$ cat config.mk
export PLATFORM = sky130hd
export DESIGN_NAME = div_step_sequencer
export DESIGN_NICKNAME = d
export VERILOG_FILES = /design/src/rtl/div_step_sequencer.sv
export SDC_FILE = /design/constraint.sdc
export NUM_CORES = 1
export LEC_CHECK = 0
export BUFFER_PORTS_ARGS = -buffer_cell sky130_fd_sc_hd__buf_2
export CORE_MARGIN = 2
export CORE_UTILIZATION = 35
export CTS_CLUSTER_DIAMETER = 120
export DETAILED_ROUTE_END_ITERATION = 8
export PLACE_DENSITY = 0.51
export SYNTH_ARGS = -nofsm -noshare
export SYNTH_HDL_FRONTEND = slang
export SYNTH_SLANG_ARGS = --single-unit
$ cat constraint.sdc
create_clock -name clk -period 6.34 [get_ports clk]
set_input_delay 0.634 -clock clk [delete_from_list [all_inputs] [get_ports clk]]
set_output_delay 0.634 -clock clk [all_outputs]
set_load 0.02 [all_outputs]
$ cat src/rtl/div_step_sequencer.sv
// Radix-4 restoring divider: two quotient bits per cycle, WIDTH/2 iteration cycles.
// Optional DIV_ZERO_DETECT_EN: a zero divisor short-circuits straight to DONE and flags div_by_zero.
module div_step_sequencer #(
  parameter int WIDTH = 10
) (
  input  logic             clk,
  input  logic             rst,
  input  logic             start,
  input  logic             abort,
  input  logic [WIDTH-1:0] dividend,
  input  logic [WIDTH-1:0] divisor,
  output logic             busy,
  output logic             done,
  output logic [WIDTH-1:0] quotient,
  output logic [WIDTH-1:0] remainder,
  output logic             div_by_zero
);

  localparam int IDX_W = $clog2(WIDTH);

  typedef enum logic [1:0] {IDLE, ITER, DONE} state_t;

  state_t           state_reg;
  logic [WIDTH-1:0] n_reg;
  logic [WIDTH-1:0] d_reg;
  logic [WIDTH-1:0] quo_reg;
  logic [WIDTH:0]   rem_reg;
  logic [IDX_W-1:0] idx_reg;

  logic [IDX_W-1:0] idx_lo;
  logic [WIDTH:0]   shift_hi;
  logic [WIDTH:0]   rem_mid;
  logic [WIDTH:0]   shift_lo;
  logic [WIDTH:0]   rem_next;
  logic             bit_hi;
  logic             bit_lo;
  logic [WIDTH-1:0] quo_next;
  logic             last_step;

  // Two chained shift / trial-subtract / restore steps on bits idx and idx-1.
  // The extra remainder bit keeps the shifted value from overflowing before the compare.
  always_comb begin
    idx_lo    = idx_reg - IDX_W'(1);
    shift_hi  = {rem_reg[WIDTH-1:0], n_reg[idx_reg]};
    bit_hi    = (shift_hi >= {1'b0, d_reg});
    rem_mid   = bit_hi ? (shift_hi - {1'b0, d_reg}) : shift_hi;
    shift_lo  = {rem_mid[WIDTH-1:0], n_reg[idx_lo]};
    bit_lo    = (shift_lo >= {1'b0, d_reg});
    rem_next  = bit_lo ? (shift_lo - {1'b0, d_reg}) : shift_lo;
    quo_next  = {quo_reg[WIDTH-3:0], bit_hi, bit_lo};
    last_step = (idx_reg == IDX_W'(1));
  end

`ifdef DIV_ZERO_DETECT_EN
  logic dbz_reg;
  assign div_by_zero = dbz_reg;
`else
  assign div_by_zero = 1'b0;
`endif

  always_ff @(posedge clk or posedge rst) begin
    if (rst) begin
      state_reg <= IDLE;
      n_reg     <= '0;
      d_reg     <= '0;
      quo_reg   <= '0;
      rem_reg   <= '0;
      idx_reg   <= '0;
      busy      <= 1'b0;
      done      <= 1'b0;
      quotient  <= '0;
      remainder <= '0;
`ifdef DIV_ZERO_DETECT_EN
      dbz_reg   <= 1'b0;
`endif
    end else begin
      case (state_reg)
        IDLE, DONE: begin
          done <= 1'b0;
          if (start) begin
            n_reg   <= dividend;
            d_reg   <= divisor;
            quo_reg <= '0;
            rem_reg <= '0;
            idx_reg <= IDX_W'(WIDTH - 1);
`ifdef DIV_ZERO_DETECT_EN
            if (divisor == '0) begin
              state_reg <= DONE;
              busy      <= 1'b0;
              done      <= 1'b1;
              quotient  <= '1;
              remainder <= dividend;
              dbz_reg   <= 1'b1;
            end else begin
              state_reg <= ITER;
              busy      <= 1'b1;
              dbz_reg   <= 1'b0;
            end
`else
            state_reg <= ITER;
            busy      <= 1'b1;
`endif
          end else begin
            state_reg <= IDLE;
            busy      <= 1'b0;
          end
        end

        ITER: begin
          if (abort) begin
            // Results stay at their previous values; the partial work is simply dropped.
            state_reg <= IDLE;
            busy      <= 1'b0;
          end else begin
            rem_reg <= rem_next;
            quo_reg <= quo_next;
            if (last_step) begin
              idx_reg   <= '0;
              state_reg <= DONE;
              busy      <= 1'b0;
              done      <= 1'b1;
              quotient  <= quo_next;
              remainder <= rem_next[WIDTH-1:0];
            end else begin
              idx_reg <= idx_reg - IDX_W'(2);
            end
          end
        end

        default: begin
          state_reg <= IDLE;
          busy      <= 1'b0;
          done      <= 1'b0;
        end
      endcase
    end
  end

endmodule

; ---- Word level (Yosys, flattened, before mapping)
; Cells that the tools add are included.
; W data, S select, Z words.
[classes]
order_cmp = 4
bitwise_logic = 1
n_mux = 27
n_eq_ne = 7
n_addsub = 4
reduce_logical = 7
[op_table]
columns = cell, n
row1 = $mux W10, 4
row2 = $ge A11 B10 Y1, 2
row3 = $pmux W10 S2, 1
row4 = $sub A10 B10 Y10, 2
row5 = $mux W8, 2
row6 = $pmux W8 S2, 1
row7 = $mux W4, 3
row8 = $lt A4 B5 Y1 const B, 2
row9 = $mux W1, 9
row10 = $bmux W1 S4, 2
row11 = $pmux W4 S2, 1
row12 = $ne A2 B2 Y1 const B, 3
row13 = $reduce_and A3 Y1, 2
row14 = $eq A4 B1 Y1 const B, 1
row15 = $mux W2, 2
row16 = $pmux W2 S2, 1
row17 = $reduce_and A2 Y1, 2
row18 = $sub A4 B1 Y4 const B, 1
row19 = $sub A4 B2 Y4 const B, 1
row20 = $ne A3 B3 Y1 const B, 1
row21 = $eq A2 B1 Y1 const B, 1
row22 = $eq A2 B2 Y1 const B, 1
row23 = $logic_not A2 Y1, 1
row24 = $pmux W1 S2, 1
row25 = other kinds (3), 3
[totals]
register_bits = 66
elab_cells = 60

; ---- Longest topological paths before layout
; Gate-level depths: netlist of run 1.
[depth]
word_depth = 8
ltp_mapped = 22
ltp_nobuf = 20

; ---- Worst setup path after synthesis of run 1
; Ideal clock, no wire load.
[synth_timing]
kind = register -> register
from = register idx_reg[2]
to = register remainder[4]
stages_incl_launch_ff = 21
period_less_slack_ns = 4.389
t_arrival_ns = 4.264
setup_slack_ns = 1.951
cell_sequence = dfrtp_1 > clkbuf_1 > mux2i_1 > o22ai_1 > o22ai_1 > ha_1 > nand3_1 > nor3_2 > a2111oi_2 > and2_4 > buf_6 > mux2_2 > inv_1 > ha_1 > nor2b_1 > o31a_1 > o21ai_0 > a31o_2 > o211ai_2 > mux2_2 > mux2_2
[synth_between]
elab_chain_len = 6
word_cells_on_any_way = 13
[synth_rtl]
columns = element, line
row1 = "start, declared", 28  ; logic [IDX_W-1:0] idx_reg;
row2 = "start signal, assigned", 85  ; idx_reg <= IDX_W'(WIDTH - 1);
row3 = "start signal, assigned", 125  ; idx_reg <= idx_reg - IDX_W'(2);
row4 = $bmux W1 S4, 44  ; shift_hi = {rem_reg[WIDTH-1:0], n_reg[idx_reg]};
row5 = $mux W1 (implied by the code), 44
row6 = $sub A10 B10 Y10 or $ge A11 B10 Y1 (tied branches), "46, 45"
row7 = $mux W10, 46  ; rem_mid = bit_hi ? (shift_hi - {1'b0, d_reg}) : shift_hi;
row8 = $sub A10 B10 Y10 or $ge A11 B10 Y1 (tied branches), "49, 48"
row9 = $mux W10, 49  ; rem_next = bit_lo ? (shift_lo - {1'b0, d_reg}) : shift_lo;
row10 = "end signal, assigned", 123  ; remainder <= rem_next[WIDTH-1:0];
row11 = "end, declared", 15  ; output logic [WIDTH-1:0] remainder,
; Parallel ways exist; a longest one is shown, timed or not. The select of a mux whose other input is x is not followed.
; A chain may end at the register's enable or synchronous reset.

; ---- Worst setup path after layout of run 1
[layout_timing]
from = register idx_reg[0]
to = register remainder[2]
; Same word-level chain as after synthesis.

==> flow_metrics.py, run 1 <==
metrics = {
    "cts": {
        "clockBufferDepth": 2,
        "numCtsBuffers": 9,
        "cts-root-buf": "clkbuf_16",
        "post_cts_resized": 0,
        "path_clk_slew_ns": 0.05,
        "htreeDepth": 3,
        "insertion_delay_ns": 0.33,
        "cts_sinks": 65,
        "holdBufCountCts": 0,
        "cts_tree": "built",
        "cts_setup_buffers": 0,
    },
    "critical_path": {
        "r2r-start": "idx_reg[0]",
        "r2r-end": "remainder[2]",
        "cp-start-kind": "register",
        "required_ns": 6.55,
        "critPathSlowestCell": "or4_1",
        "path_cells": "inv_1 -> nand2_1 -> o22ai_1 -> o22ai_1 -> ha_1 -> nand3_1 -> nor3_2 -> a2111oi_2 -> and2_4 -> mux2i_1 -> inv_1 -> ha_1 -> or4_1 -> o21ai_0 -> a31o_2 -> o211ai_2 -> mux2_2 -> mux2_2",
        "crit_type": "register to register",
        "critPathArrivalTime_ns": 5.35,
        "rrSetupSlack_ns": 1.20,
        "endpoint_kind": "register",
        "rr_worst_depth": 18,
        "cp_max_fo": 13,
        "max_stage_delay_ns": 0.55,
    },
    "routing": {
        "final_antenna_net_count": 0,
        "drc": 0,
        "wl_met1_um": 4281,
        "met2RoutedLength_um": 4370,
        "wl_per_cell_um": 14.86,
        "routed-via-count": 3091,
        "routed-wl-met3_um": 275,
        "dr.pass1.iters": 4,
        "highest_layer": "met4",
        "drt_iter0_markers": 111,
        "routed_wl_um": 9184,
        "vias_per_cell": 5.002,
    },
    "global_routing": {
        "grt.overflow.total": 0,
        "grt.total_usage_pct": 16.67,
        "antenna_found_initial": 0,
        "grt_pass1_wl_um": 15480,
        "grt_max_degree": 66,
        "grt_pass1_vias": 3089,
    },
    "hold_path": {
        "min_to": "quotient[6]",
        "hold_path_class": "register to register",
        "hp-start": "quotient[6]",
        "whs_path_depth": 2,
    },
    "finish": {
        "drive_gt1_share_pct": 19.67,
        "fin_nets": 523,
        "multiInputGateArea_um2": 2122,
        "area_growth_pct": 15.46,
        "nFillCells": 1108,
        "final_cell_mix": "nand2_1 (117), dfrtp_1 (65), buf_2 (45), o21ai_0 (28), inv_1 (25)",
        "fin_area_um2": 4561,
        "ff_latch_area_um2": 1627,
        "diodes": 0,
        "final_common_cell": "nand2_1",
    },
    "yosys": {
        "async_flop_share_pct": 100.0,
        "synth_area_leader_cell": "dfrtp_1",
        "synth_cell_types": 57,
        "postSynthAreaPerCell_um2": 9.060,
        "seq_area_frac_synth_pct": 41.18,
        "synth-seq-cells": 65,
        "synth_ff_type": "dfrtp_1",
        "synth_area_um2": 3950,
        "synth_cells": 436,
        "synth.area.top_cells": "dfrtp_1 (41%), nand2_1 (11%), ha_1 (7.6%)",
        "yosysWarnings": 0,
        "synth_edf_count": 0,
        "synth_top_area_share_pct": 41.18,
        "syn-num-nets": 486,
    },
    "sta": {
        "rsz0062_at_grt": "false",
        "hold_viol_final": 0,
        "fin_skew_ns": 0.005803,
        "relSlewSlack_pct": 32.08,
        "slew_violations": 0,
        "min_period_ns": 5.137,
        "period_share_pct": 81.03,
        "fmax_mhz": 194.7,
        "fin_setup_tns_ns": 0,
        "setup_viol": 0,
        "tightest_slew_ns": 1.014,
    },
    "floorplanning": {
        "initial_core_util_pct": 36.12,
        "dieHeight_um": 110.2,
        "die_area_um2": 12150,
        "fp.dieW_um": 110.2,
        "io_pins": 47,
        "rows": 38,
        "core-area_um2": 10940,
    },
    "placed_design": {
        "hpwl_um": 6833,
        "gp_congestion": 0.8538,
        "post_dp_cell_area_um2": 4254,
        "port_buffers": 45,
    },
    "outcome": {
        "status": "finished, final reports clean",
    },
    "flow_run": {
        "maxCapViolations": 0,
    },
}
Yosys cell counts (2+ instances only):
library cell,n
a211oi_1,2
o21ai_0,28
nand3_1,16
dfrtp_1,65
mux2i_1,13
xor2_1,4
or2_2,2
nand2b_1,4
or4_1,2
mux4_2,2
o21a_1,3
o21ai_1,4
nor2_1,11
a21oi_1,18
fa_1,2
nand2_1,117
xnor2_1,10
ha_1,24
nor2b_1,4
clkbuf_1,14
o211ai_1,2
buf_4,2
buf_6,3
a22o_1,4
a31o_2,2
nor3_2,2
o22ai_1,3
mux2_4,3
o31a_1,3
inv_1,26
nand4_1,2
a21o_1,2
mux2_2,13
through the flow:
stage	worst slack [ns]	instances	hold slack, ns	utilization [%]
4_1_cts	1.198	618	0.4758	41.70
3_5_place_dp	1.202	602	0.4581	38.90
3_3_place_gp	1.272	602	0.4575	38.90
5_1_grt	0.8381	618	0.4949	41.70
2_1_floorplan	1.951	436	0.4384	-
6_report	1.203	618	0.4700	41.70
final cells by class:
type                            instances  area share [%]
Inverter                               26           2.140
Tap cell                              140           3.841
Sequential cell                        65           35.67
Clock buffer                           10           5.240
Timing Repair Buffer                   46           5.103
Multi-Input combinational cell        325           46.53
Clock inverter                          6           1.481
worst max-delay path by stage:
stage	start	end	slack, ns	cells after the start
floorplan	idx_reg[2]	remainder[4]	1.95	20
global placement	idx_reg[2]	remainder[7]	1.27	17
detailed placement	idx_reg[2]	remainder[7]	1.20	17
CTS	idx_reg[2]	remainder[2]	1.20	17
global route	idx_reg[2]	remainder[4]	0.84	17
finish	idx_reg[0]	remainder[2]	1.20	18
cell families (layout without fill, tap and decap cells):
logic type	count (synthesis)	after routing	synth area share, %
buf+inv	46	88	5.163
mux	31	31	9.281
compound gates	86	86	14.29
flops	65	65	41.18
other cells	1	1	0.09494
simple gates	167	167	18.28
fa+ha+maj	26	26	8.616
xor+xnor	14	14	3.104
layer usage:
layer  GRT usage [%]  up-vias
met2           27.13       61
met5               0        -
met1           21.55     1452
met4           7.054        0
li1                -     1560
met3           3.410       18
critical path: cells and delay by family, from the launching register on:
family          cells  cell delay [ns]
fa+ha+maj           2             0.53
mux                 3             1.00
compound gates      6             1.58
flops               1             0.53
simple gates        5             1.16
buf+inv             2             0.21
Power of run 1 is not shown: default switching activity piles up to over one toggle a cycle in this logic, so the estimate is an artifact.
==> run 2: changes to the inputs <==
--- a/config.mk
+++ b/config.mk
@@ -10,7 +10,7 @@
 export CORE_UTILIZATION = 35
 export CTS_CLUSTER_DIAMETER = 120
 export DETAILED_ROUTE_END_ITERATION = 8
-export PLACE_DENSITY = 0.51
+export PLACE_DENSITY = 0.52
 export SYNTH_ARGS = -nofsm -noshare
 export SYNTH_HDL_FRONTEND = slang
 export SYNTH_SLANG_ARGS = --single-unit
==> constraint.sdc (replaced) <==
create_clock -name clk -period 4.4 [get_ports clk]
set_input_delay 0.44 -clock clk [delete_from_list [all_inputs] [get_ports clk]]
set_output_delay 0.44 -clock clk [all_outputs]
set_load 0.02 [all_outputs]
==> run 2 against run 1 <==
  * The run now ends with setup timing left
  * Sequential share of layout area is 4.9 points lower
  * Routed wire length is 15% higher
  * Worst setup slack worse by 1.2 ns
  * Sequential cell count stayed put
  * First-iteration DRC count is 50% higher
  * Largest cell class unchanged
  * Non-clock buffer count is 59 higher
  * Final area is 16% higher
  * Register-to-register slack worse by 1.2 ns
==> flow_metrics.py, run 2 (synthesized netlist as in run 1, its figures left out) <==
metrics = {
    "critical_path": {
        "required_ns": 4.61,
        "cp_max_fo": 8,
        "cp-start-kind": "register",
        "crit_type": "register to register",
        "critPathArrivalTime_ns": 4.64,
        "path_common_cell": "mux2_4",
        "r2r-end": "remainder[7]",
        "path_cells": "mux2i_4 -> o31ai_4 -> o22ai_4 -> ha_4 -> nand3_4 -> nor3_4 -> a2111oi_4 -> and2_4 -> mux2_4 -> ha_1 -> or4_4 -> o21ai_2 -> a31o_4 -> o211ai_4 -> mux2_4 -> mux2_4",
        "rr_worst_depth": 16,
        "rrSetupSlack_ns": -0.02,
        "max_stage_delay_ns": 0.53,
        "endpoint_kind": "register",
        "critPathSlowestCell": "or4_4",
        "r2r-start": "idx_reg[0]",
    },
    "global_routing": {
        "grt_max_degree": 48,
        "grt_pass1_vias": 3394,
        "antenna_found_initial": 0,
        "grt.total_usage_pct": 18.65,
        "grt.overflow.total": 0,
        "grt_pass1_wl_um": 17300,
    },
    "hold_path": {
        "hold_path_class": "input port to register",
        "hp-start": "dividend[2]",
        "whs_path_depth": 3,
        "min_to": "n_reg[2]",
    },
    "sta": {
        "min_period_ns": 4.424,
        "hold_viol_final": 0,
        "rsz0062_at_grt": "true",
        "tightest_slew_ns": 1.023,
        "relSlewSlack_pct": 31.72,
        "fin_skew_ns": 0.006452,
        "period_share_pct": 100.5,
        "worst_slack_ns": -0.02384,
        "setup_viol": 3,
        "fmax_mhz": 226.0,
        "slew_violations": 0,
    },
    "cts": {
        "cts_tree": "built",
        "cts-root-buf": "clkbuf_16",
        "cts_sinks": 65,
        "numCtsBuffers": 9,
        "clockBufferDepth": 2,
        "holdBufCountCts": 0,
        "htreeDepth": 3,
        "path_clk_slew_ns": 0.06,
        "insertion_delay_ns": 0.33,
    },
    "routing": {
        "final_antenna_net_count": 0,
        "wl_per_cell_um": 15.68,
        "dr.pass1.iters": 4,
        "routed-via-count": 3405,
        "drt_iter0_markers": 167,
        "drc": 0,
        "routed_wl_um": 10600,
        "vias_per_cell": 5.037,
    },
    "finish": {
        "final_cell_mix": "nand2_1 (115), dfrtp_1 (63), buf_4 (58), buf_2 (45), o21ai_0 (25)",
        "fin_nets": 582,
        "diodes": 0,
        "area_growth_pct": 33.92,
        "fin_area_um2": 5290,
        "drive_gt1_share_pct": 35.26,
        "final_common_cell": "nand2_1",
    },
    "outcome": {
        "violations": "setup timing",
        "status": "complete, but fails checks",
    },
    "placed_design": {
        "post_dp_cell_area_um2": 4622,
        "port_buffers": 45,
        "gp_congestion": 0.8963,
        "pre_cts_ws_ns": -0.2622,
        "hpwl_um": 7571,
    },
    "flow_run": {
        "maxCapViolations": 0,
    },
    "floorplanning": {
        "initial_core_util_pct": 36.12,
        "rows": 38,
        "core-area_um2": 10940,
        "die_area_um2": 12150,
        "io_pins": 47,
        "dieHeight_um": 110.2,
        "fp.dieW_um": 110.2,
    },
}
run 2: cell types whose count changed in the layout (fill, tap and decap cells not counted), moves of 3 or more:
cell | before | now
a21oi_1 | 18 | 15
a21oi_2 | 0 | 3
buf_4 | 1 | 58
ha_1 | 24 | 18
ha_4 | 0 | 5
inv_1 | 25 | 21
inv_2 | 1 | 5
mux2_2 | 13 | 5
mux2_4 | 3 | 11
mux2i_1 | 13 | 6
mux2i_2 | 0 | 3
mux2i_4 | 0 | 4
o21ai_0 | 28 | 25
o22ai_1 | 3 | 0
run 2: worst max-delay path by stage:
stage               slack (ns)  cells past startpoint           end        from
floorplan                 0.01                     20  remainder[4]  idx_reg[2]
global placement         -0.19                     16  remainder[7]  idx_reg[2]
detailed placement       -0.26                     16  remainder[7]  idx_reg[2]
CTS                    -0.0005                     16  remainder[7]  idx_reg[2]
global route             -0.16                     18  remainder[7]  idx_reg[0]
finish                   -0.02                     16  remainder[7]  idx_reg[0]
run 2: layout make-up:
class	instances	area, um^2
Timing Repair Buffer	105	683.2
Clock inverter	4	28.78
Multi-Input combinational cell	325	2424
Sequential cell	65	1629
Inverter	26	97.59
Clock buffer	11	252.7
Fill cell	1073	5645
Tap cell	140	175.2
run 2: timing repair:
action                     4_1_cts  5_1_grt
pin swaps                        5       18
gates cloned                     0        0
setup endpoints to repair       21       22
setup buffers                    3        8
gates resized for setup         16       48
hold endpoints to repair         0        0
run 2: worst max-delay path, delay by kind of cell (launching register included):
kind / cells / cell delay, ns
adder cells (fa/ha/maj): 2 / 0.47
AND/OR/NAND/NOR: 4 / 0.93
multiplexers: 4 / 1.16
flip-flops: 1 / 0.45
AO/OA/AOI/OAI: 6 / 1.30
run 2: layer usage:
metal  global-route usage (%)  part of all wire [%]  vias to the layer above  wire, um
li1                         -                     -                     1682         -
met3                    3.175                   2.8                       14       301
met5                        0                     0                        -         0
met2                    30.59                    50                       53      5295
met4                    7.321                   2.2                        0       229
met1                    24.56                    45                     1656      4771
run 2: metrics by stage:
step | hold WS [ns] | instances | TNS (ns) | utilization [%]
finish | 0.2964 | 676 | -0.03915 | 48.38
CTS | 0.2901 | 669 | -0.0004943 | 45.68
floorplan | 0.4384 | 436 | 0 | -
global route | 0.3138 | 676 | -1.879 | 48.38
global placement | 0.4570 | 651 | -2.265 | 42.27
detailed placement | 0.4600 | 651 | -3.926 | 42.27
Power of run 2 is left out for the same reason.
==> run 3: changes to the inputs <==
--- a/config.mk
+++ b/config.mk
@@ -6,7 +6,8 @@
 export NUM_CORES = 1
 export LEC_CHECK = 0
 export BUFFER_PORTS_ARGS = -buffer_cell sky130_fd_sc_hd__buf_2
-export CORE_MARGIN = 2
+export CORE_ASPECT_RATIO = 1.75
+export CORE_MARGIN = 3
 export CORE_UTILIZATION = 35
 export CTS_CLUSTER_DIAMETER = 120
 export DETAILED_ROUTE_END_ITERATION = 8
==> run 3 against run 2 <==
  * The flow still finishes with violations (setup timing)
  * Routed wire length rose by 4.7%
  * Via count fell by 0.15%
  * Sequential share of layout area rose by 1.3 points
  * Worst setup slack got worse by 0.0071 ns
  * Sequential cell count did not move
  * Cell count fell by 2.7%
  * Maximum frequency fell by 0.16%
  * Largest cell class unchanged
==> flow_metrics.py, run 3 (synthesized netlist as in run 1, its figures left out) <==
metrics = {
    "cts": {
        "clockBufferDepth": 2,
        "insertion_delay_ns": 0.33,
        "holdBufCountCts": 0,
        "path_clk_slew_ns": 0.06,
        "cts_sinks": 65,
        "cts_tree": "built",
        "htreeDepth": 3,
        "cts-root-buf": "clkbuf_16",
        "numCtsBuffers": 9,
    },
    "placed_design": {
        "gp_congestion": 0.9550,
        "dp_cells": 638,
        "port_buffers": 45,
        "pre_cts_ws_ns": -0.2710,
        "hpwl_um": 8384,
        "post_dp_cell_area_um2": 4587,
    },
    "critical_path": {
        "r2r-end": "remainder[4]",
        "rr_worst_depth": 18,
        "cp_max_fo": 6,
        "critPathArrivalTime_ns": 4.65,
        "r2r-start": "idx_reg[2]",
        "endpoint_kind": "register",
        "required_ns": 4.61,
        "cp-start-kind": "register",
        "crit_type": "register to register",
        "rrSetupSlack_ns": -0.03,
    },
    "sta": {
        "slew_violations": 0,
        "fin_setup_tns_ns": -0.1019,
        "rsz0062_at_grt": "true",
        "setup_viol": 5,
        "hold_viol_final": 0,
        "worst_slack_ns": -0.03091,
        "min_period_ns": 4.431,
        "relSlewSlack_pct": 30.11,
        "period_share_pct": 100.7,
        "fmax_mhz": 225.7,
        "fin_skew_ns": 0.008114,
        "tightest_slew_ns": 1.045,
    },
    "finish": {
        "fin_area_um2": 5074,
        "fin_cells": 658,
        "final_cell_mix": "nand2_1 (117), dfrtp_1 (63), buf_4 (50), buf_2 (45), o21ai_0 (25)",
        "diodes": 0,
        "final_common_cell": "nand2_1",
        "fin_nets": 573,
        "area_growth_pct": 28.44,
        "drive_gt1_share_pct": 31.44,
    },
    "global_routing": {
        "grt.total_usage_pct": 18.63,
        "grt_max_degree": 40,
        "grt.overflow.total": 0,
        "grt_pass1_vias": 3570,
        "antenna_found_initial": 0,
        "grt_pass1_wl_um": 18260,
    },
    "routing": {
        "routed_wl_um": 11090,
        "dr.pass1.iters": 4,
        "vias_per_cell": 5.167,
        "routed-via-count": 3400,
        "wl_per_cell_um": 16.86,
        "drc": 0,
        "final_antenna_net_count": 0,
        "drt_iter0_markers": 113,
    },
    "floorplanning": {
        "io_pins": 47,
        "fp.dieW_um": 86.31,
        "core-area_um2": 10890,
        "initial_core_util_pct": 36.29,
        "rows": 50,
        "dieHeight_um": 146.5,
        "die_area_um2": 12650,
    },
    "flow_run": {
        "maxCapViolations": 0,
    },
    "hold_path": {
        "hold_path_class": "input port to asynchronous set/reset pin",
    },
    "outcome": {
        "status": "complete, but fails checks",
        "violations": "setup timing",
    },
}
==> run 3: cell count changes in the layout (fill, tap and decap cells not counted), moves of 3 or more <==
cell,delta
inv_1,+3
mux2i_4,-4
buf_4,-8
inv_2,-3
mux2_2,+4
mux2_4,-4
==> run 3: layout make-up <==
type	count	area, um^2
inverter	26	97.59
sequential	65	1629
clock buffer	11	232.7
multi-input combinational	325	2307
clock inverter	5	32.53
timing repair buffer	96	611.8
tap	130	162.7
fill	1107	5812
==> run 3: worst max-delay path, stage by stage, from the launching register on <==
cell,delay [ns]
dfrtp_2,0.45
mux2i_1,0.24
o22ai_2,0.11
o22ai_2,0.22
ha_2,0.22
inv_2,0.04
fa_2,0.35
a211oi_2,0.19
buf_4,0.14
nor3_2,0.05
mux2i_1,0.14
or4_1,0.54
mux2_4,0.32
ha_4,0.28
inv_1,0.04
a31o_4,0.21
o211ai_4,0.13
mux2_2,0.39
mux2_2,0.26
==> run 3: how the worst max path moves through the flow <==
stage,start,end,slack [ns],cells past startpoint
after floorplan,idx_reg[2],remainder[4],0.01,20
after global placement,idx_reg[2],remainder[3],-0.11,17
after detailed placement,idx_reg[2],remainder[3],-0.27,19
after CTS,idx_reg[0],remainder[4],0.03,16
after global routing,idx_reg[2],remainder[9],-0.17,22
final,idx_reg[2],remainder[4],-0.03,18
==> run 3: what timing repair did <==
| item | 4_1_cts | 5_1_grt |
|---|---|---|
| setup buffers | 0 | 4 |
| pin swaps | 2 | 6 |
| resized for setup | 9 | 28 |
| cloned | 0 | 0 |
| setup endpoints to repair | 22 | 22 |
==> run 3: stage by stage <==
step / util (%) / hold WS, ns
3_5_place_dp: 42.14 / 0.4574
3_3_place_gp: 42.14 / 0.4585
5_1_grt: 46.61 / 0.1993
2_1_floorplan: - / 0.4384
6_report: 46.61 / 0.1580
4_1_cts: 44.89 / 0.1785
==> run 3: layer usage <==
metal,track usage (%),routed length (um),vias up
met1,19.71,4132,1639
met4,8.892,401,0
met5,0,0,-
met2,34.74,6319,62
met3,2.993,240,28
li1,-,-,1671
Power of run 3 is left out for the same reason.
